File: src/rtl/mips_mem_pkg.sv
// Shared types for the MIPS instruction/data memory arbiter.
package mips_mem_pkg;

  typedef enum logic [1:0] {
    IDLE,
    ISSUE,
    WAIT
  } arb_state_t;

  typedef enum logic {
    OWN_INST,
    OWN_DATA
  } arb_owner_t;

  typedef struct packed {
    logic [29:0] addr;
    logic [31:0] wdata;
    logic [3:0]  wr_en;
    logic        rd;
  } mem_cmd_t;

endpackage

File: src/rtl/mips_mem_watchdog.sv
// Counts enabled cycles; expires once TIMEOUT_CYCLES cycles have elapsed (0 = never).
module mips_mem_watchdog #(
  parameter int TIMEOUT_CYCLES = 64
) (
  input  logic clock,
  input  logic reset,
  input  logic clear,
  input  logic en,
  output logic expired
);

  localparam int CW = (TIMEOUT_CYCLES > 0) ? $clog2(TIMEOUT_CYCLES + 1) : 1;

  logic [CW-1:0] count;

  always_ff @(posedge clock or negedge reset) begin
    if (!reset)                count <= '0;
    else if (clear)            count <= '0;
    else if (en && !expired)   count <= count + CW'(1);
  end

  assign expired = (TIMEOUT_CYCLES != 0) && en && (count == CW'(TIMEOUT_CYCLES));

endmodule

File: src/rtl/mips_mem_arbiter.sv
// Shares one single-port word memory between the fetch and data ports of a MIPS32 core,
// with a fetch starvation guard and a response watchdog.
module mips_mem_arbiter
  import mips_mem_pkg::*;
#(
  parameter int          MAX_DATA_STREAK = 4,
  parameter int          TIMEOUT_CYCLES  = 64,
  parameter logic [31:0] TIMEOUT_DATA    = 32'hDEAD_DEAD
) (
  input  logic        clock,
  input  logic        reset,
  input  logic        InstMem_Read,
  input  logic [29:0] InstMem_Address,
  output logic [31:0] InstMem_In,
  output logic        InstMem_Ready,
  input  logic        DataMem_Read,
  input  logic [3:0]  DataMem_Write,
  input  logic [29:0] DataMem_Address,
  input  logic [31:0] DataMem_Out,
  output logic [31:0] DataMem_In,
  output logic        DataMem_Ready,
  output logic        Mem_Read,
  output logic [3:0]  Mem_Write,
  output logic [29:0] Mem_Address,
  output logic [31:0] Mem_WriteData,
  input  logic [31:0] Mem_ReadData,
  input  logic        Mem_Ready,
  output logic        Mem_Error
);

  localparam int SW = (MAX_DATA_STREAK > 0) ? $clog2(MAX_DATA_STREAK + 1) : 1;

  arb_state_t    state, state_nxt;
  arb_owner_t    owner;
  mem_cmd_t      cmd;
  logic [SW-1:0] streak;
  logic          data_wr, data_req, grant_data, grant_inst;
  logic          expired, done, timeout;
  logic [31:0]   rsp;

  // A set read enable overrides any byte-write enables on the data port.
  assign data_wr    = (|DataMem_Write) && !DataMem_Read;
  assign data_req   = DataMem_Read || data_wr;
  assign grant_data = data_req && (!InstMem_Read || (streak != SW'(MAX_DATA_STREAK)));
  assign grant_inst = InstMem_Read && !grant_data;

  mips_mem_watchdog #(.TIMEOUT_CYCLES(TIMEOUT_CYCLES)) u_wdog (
    .clock   (clock),
    .reset   (reset),
    .clear   (state != WAIT),
    .en      (state == WAIT),
    .expired (expired)
  );

  // A real response in the expiry cycle takes precedence over the timeout.
  assign done    = (state == WAIT) && (Mem_Ready || expired);
  assign timeout = (state == WAIT) && expired && !Mem_Ready;

  always_ff @(posedge clock or negedge reset) begin
    if (!reset) state <= IDLE;
    else        state <= state_nxt;
  end

  always_comb begin
    state_nxt = state;
    case (state)
      IDLE:    if (grant_data || grant_inst) state_nxt = ISSUE;
      ISSUE:   state_nxt = WAIT;
      WAIT:    if (done) state_nxt = IDLE;
      default: state_nxt = IDLE;
    endcase
  end

  always_ff @(posedge clock or negedge reset) begin
    if (!reset) begin
      cmd       <= '0;
      owner     <= OWN_INST;
      streak    <= '0;
      Mem_Error <= 1'b0;
    end else begin
      if (timeout) Mem_Error <= 1'b1;
      if (state == IDLE) begin
        if (grant_data) begin
          owner     <= OWN_DATA;
          cmd.addr  <= DataMem_Address;
          cmd.rd    <= DataMem_Read;
          cmd.wr_en <= DataMem_Read ? 4'h0 : DataMem_Write;
          cmd.wdata <= data_wr ? DataMem_Out : 32'h0;
        end else if (grant_inst) begin
          owner     <= OWN_INST;
          cmd.addr  <= InstMem_Address;
          cmd.rd    <= 1'b1;
          cmd.wr_en <= 4'h0;
          cmd.wdata <= 32'h0;
        end
        if (!InstMem_Read || grant_inst)
          streak <= '0;
        else if (grant_data && (streak != SW'(MAX_DATA_STREAK)))
          streak <= streak + SW'(1);
      end
    end
  end

  assign Mem_Address   = cmd.addr;
  assign Mem_WriteData = cmd.wdata;

  always_comb begin
    Mem_Read      = 1'b0;
    Mem_Write     = 4'h0;
    InstMem_Ready = 1'b0;
    DataMem_Ready = 1'b0;
    InstMem_In    = 32'h0;
    DataMem_In    = 32'h0;
    rsp           = 32'h0;
    if (state == ISSUE) begin
      Mem_Read  = cmd.rd;
      Mem_Write = cmd.wr_en;
    end
    if (done) begin
      if (cmd.rd) rsp = timeout ? TIMEOUT_DATA : Mem_ReadData;
      if (owner == OWN_DATA) begin
        DataMem_Ready = 1'b1;
        DataMem_In    = rsp;
      end else begin
        InstMem_Ready = 1'b1;
        InstMem_In    = rsp;
      end
    end
  end

endmodule

File: config.mk
export PLATFORM = sky130hd
export DESIGN_NAME = mips_mem_arbiter
export DESIGN_NICKNAME = d
export VERILOG_FILES = /design/src/rtl/mips_mem_pkg.sv /design/src/rtl/mips_mem_watchdog.sv /design/src/rtl/mips_mem_arbiter.sv
export SDC_FILE = /design/constraint.sdc
export NUM_CORES = 1
export LEC_CHECK = 0
export ABC_AREA = 1
export CAP_MARGIN = 20
export CELL_PAD_IN_SITES_DETAIL_PLACEMENT = 0
export CELL_PAD_IN_SITES_GLOBAL_PLACEMENT = 1
export CORE_UTILIZATION = 25
export DETAILED_ROUTE_END_ITERATION = 6
export PLACE_DENSITY = 0.81
export SLEW_MARGIN = 40
export SYNTH_ARGS = -nofsm -noshare
export SYNTH_HDL_FRONTEND = slang
export SYNTH_SLANG_ARGS = --single-unit
File: constraint.sdc
create_clock -name clock -period 1.61 [get_ports clock]
set_input_delay 0.322 -clock clock [delete_from_list [all_inputs] [get_ports clock]]
set_output_delay 0.322 -clock clock [all_outputs]
set_load 0.03 [all_outputs]
==> results.cfg <==
[status]
status = finished, violations left
violations = setup timing

[clock_tree]
cts_tree = done
clk_pin_slew_ps = 70
cts_max_path_buffers = 2
root_buffer = clkbuf_16
clk_latency_ps = 350
htree_levels = 3
clock_sinks = 81
numCtsBuffers = 9

[floorplanning]
die_y_um = 147
start_util_pct = 25.7
die_x_um = 147
pin_count = 267
fp.coreArea_sq_mm = 0.0204
fp.dieArea_sq_mm = 0.0216
rows = 52

[power_and_ir_drop]
ir_worst_vdd_uv = 692
powerDensity_mw_per_mm2 = 1450
power_mw = 14.0
p_leak_nw = 4.72

[routing]
wl_per_cell_um = 13.9
wl_um = 18100
ant_nets = 0
drt_pass1_iterations = 6
viasPerCell = 4.20
num_vias = 5475
drc = 0
drtIter0Drc = 204

[sta]
final-setup-viol-count = 67
finalClockSkew_ps = 9.07
timing.final.crit_period_ps = 2330
fmax_mhz = 428
layout_setup_ws_ps = -725
whs_ps = 338
rsz0062_at_grt = true
period_share_pct = 145
drv_slew = 0
slew_headroom_pct = 69.6
final-hold-violation-count = 0
worst_pin_slew_ps = 454

[yosys]
synth_area_leaders = dfrtp_1 39%, nand2_1 20%, buf_4 9.0%
synth_flop_cell = dfrtp_1
synth_commonest_cells = 281 x nand2_1, 109 x nor2_1, 81 x dfrtp_1
synth_nets = 909
synth-edff-count = 0
ys_warn_count = 0
netlist_area_sq_mm = 0.00525
synth.avg_cell_area_sq_um = 6.80
synth_most_common_cell = nand2_1
yosys.cell_types.count = 29
postSynthCellCount = 772
synth_top_area_share_pct = 38.6
yosysTopAreaCell = dfrtp_1
ys_seq_area_share_pct = 38.6
ys_seq_elements = 81
ys_async_sr_fraction_pct = 100

[worst_setup_path]
critPathMaxStageDelay_ps = 380
reg2reg_from = state[0]
slowest_stage = dfrtp_1
endpoint_kind = output pin
critPathLaunch = u_wdog.count[0]
cp_max_fo = 10
worstPathCellList = inv_2 > ha_4 > nand2_4 > nand3b_4 > a21oi_4 > nand2_4 > buf_12 > buf_12 > nor2_4 > buf_6
crit_type = reg2out
startpoint_type = flip-flop
cp.required_ps = 1290
arrival_ps = 2010
crit_family = buffers and inverters
path_buf_inv = 4

[global_routing]
grt_max_degree = 43
track_usage_pct = 16.1
overflow = 0
grt_pass1_vias = 5315
antenna_found_initial = 0
grt_first_pass_wirelength_um = 27600

[hold_path]
worstHoldPathType = in2async

[placed_design]
port-buffer-count = 266
gp_congestion = 0.865
dpl.hpwl_um = 12400
placed_area_sq_mm = 0.00850

[cells_and_area]
insertedDiodeCount = 0
nets = 1166
stdcell_area_sq_mm = 0.00962
syn_to_final_growth_pct = 83.2
layout-drive-gt1-share_pct = 30.8

[flow_run]
maxCapViolCount = 0
what timing repair did:
| action | 4_1_cts | 5_1_grt |
|---|---|---|
| pin swaps | 4 | 17 |
| hold endpoints to repair | 8 | 0 |
| hold buffers | 1 | 0 |
| gates cloned | 3 | 4 |
| endpoints found under the setup margin | 169 | 106 |
| setup buffers | 8 | 7 |
| gates resized for setup | 166 | 67 |
metal layers:
layer  GRT usage, %  up-vias  share of wire (%)
li1               -     2786                  -
met1           19.4     2439                 42
met2           26.9      218                 48
met3           4.84       32                7.4
met4           5.98        0                2.5
met5              0        -                  0
cell families after synthesis:
logic type,Yosys count,share of synthesized area [%]
AOI/OAI and AO/OA,43,4.43
xor gates and xnor gates,4,0.667
adders and majority gates,4,0.953
buffers and inverters,183,19.8
DFF,81,38.6
and+or+nand+nor,457,35.5
worst paths after layout:
check	to	slack [ps]	cells past startpoint
max in group asynchronous	Mem_Error	800	3
min	Mem_Address[4]	340	2
min in group clock	Mem_Address[24]	470	2
min reg2reg	Mem_Address[24]	470	2
max	InstMem_In[14]	-720	10
max reg2reg	cmd[0]	150	8
report_power, final:
group / switching, mW / leakage [nW] / internal (mW)
clock network: 0.879 / 0.149 / 1.20
logic: 5.16 / 3.54 / 3.31
registers: 0.497 / 1.03 / 2.92
total: 6.54 / 4.72 / 7.43
worst reg2reg max path: cells and delay by family, from the launching register on:
kind | cells | cell delay [ps]
buffers and inverters | 4 | 630
flip-flops | 1 | 410
AO/OA/AOI/OAI | 2 | 130
AND/OR/NAND/NOR | 2 | 180
sequential cells by signal (all words and copies together), names as in the netlist:
name,flops
Mem_WriteData,32
Mem_Address,30
u_wdog.count,7
cmd,5
streak,3
state,2
Mem_Error,1
owner,1
placed cells by master, fill, tap and decap left out, drive strengths merged, types with 3 or more instances in the layout:
cell	synthesis	routed
inv	79	78
clkdlybuf4s50	0	131
dlygate4sd2	0	63
o21ai	39	39
xor2	3	3
clkbuf	14	13
ha	4	4
buf	90	150
a21oi	3	3
nand2	284	284
dfrtp	81	81
nand3	54	54
clkinv	0	7
nand4	3	3
nor2	115	116
cell type report:
cell class,instances,area [sq um]
fillers,1901,10800
clock inverters,7,71.3
multi-input cells,509,2970
flip-flops and latches,81,2030
well taps,270,338
repair buffers,349,3680
clock buffers,9,225
inverters,79,309
metrics by stage:
step	cells	setup TNS (ps)	setup slack, ps	util [%]
after floorplan	772	-14340	-231	-
after global placement	1267	-47320	-460	41.6
after detailed placement	1267	-52670	-546	41.6
after CTS	1295	-43770	-708	45.2
after global routing	1304	-50120	-803	47.1
final	1304	-44610	-725	47.1
No activity file was read; power rests on OpenSTA's default activity.
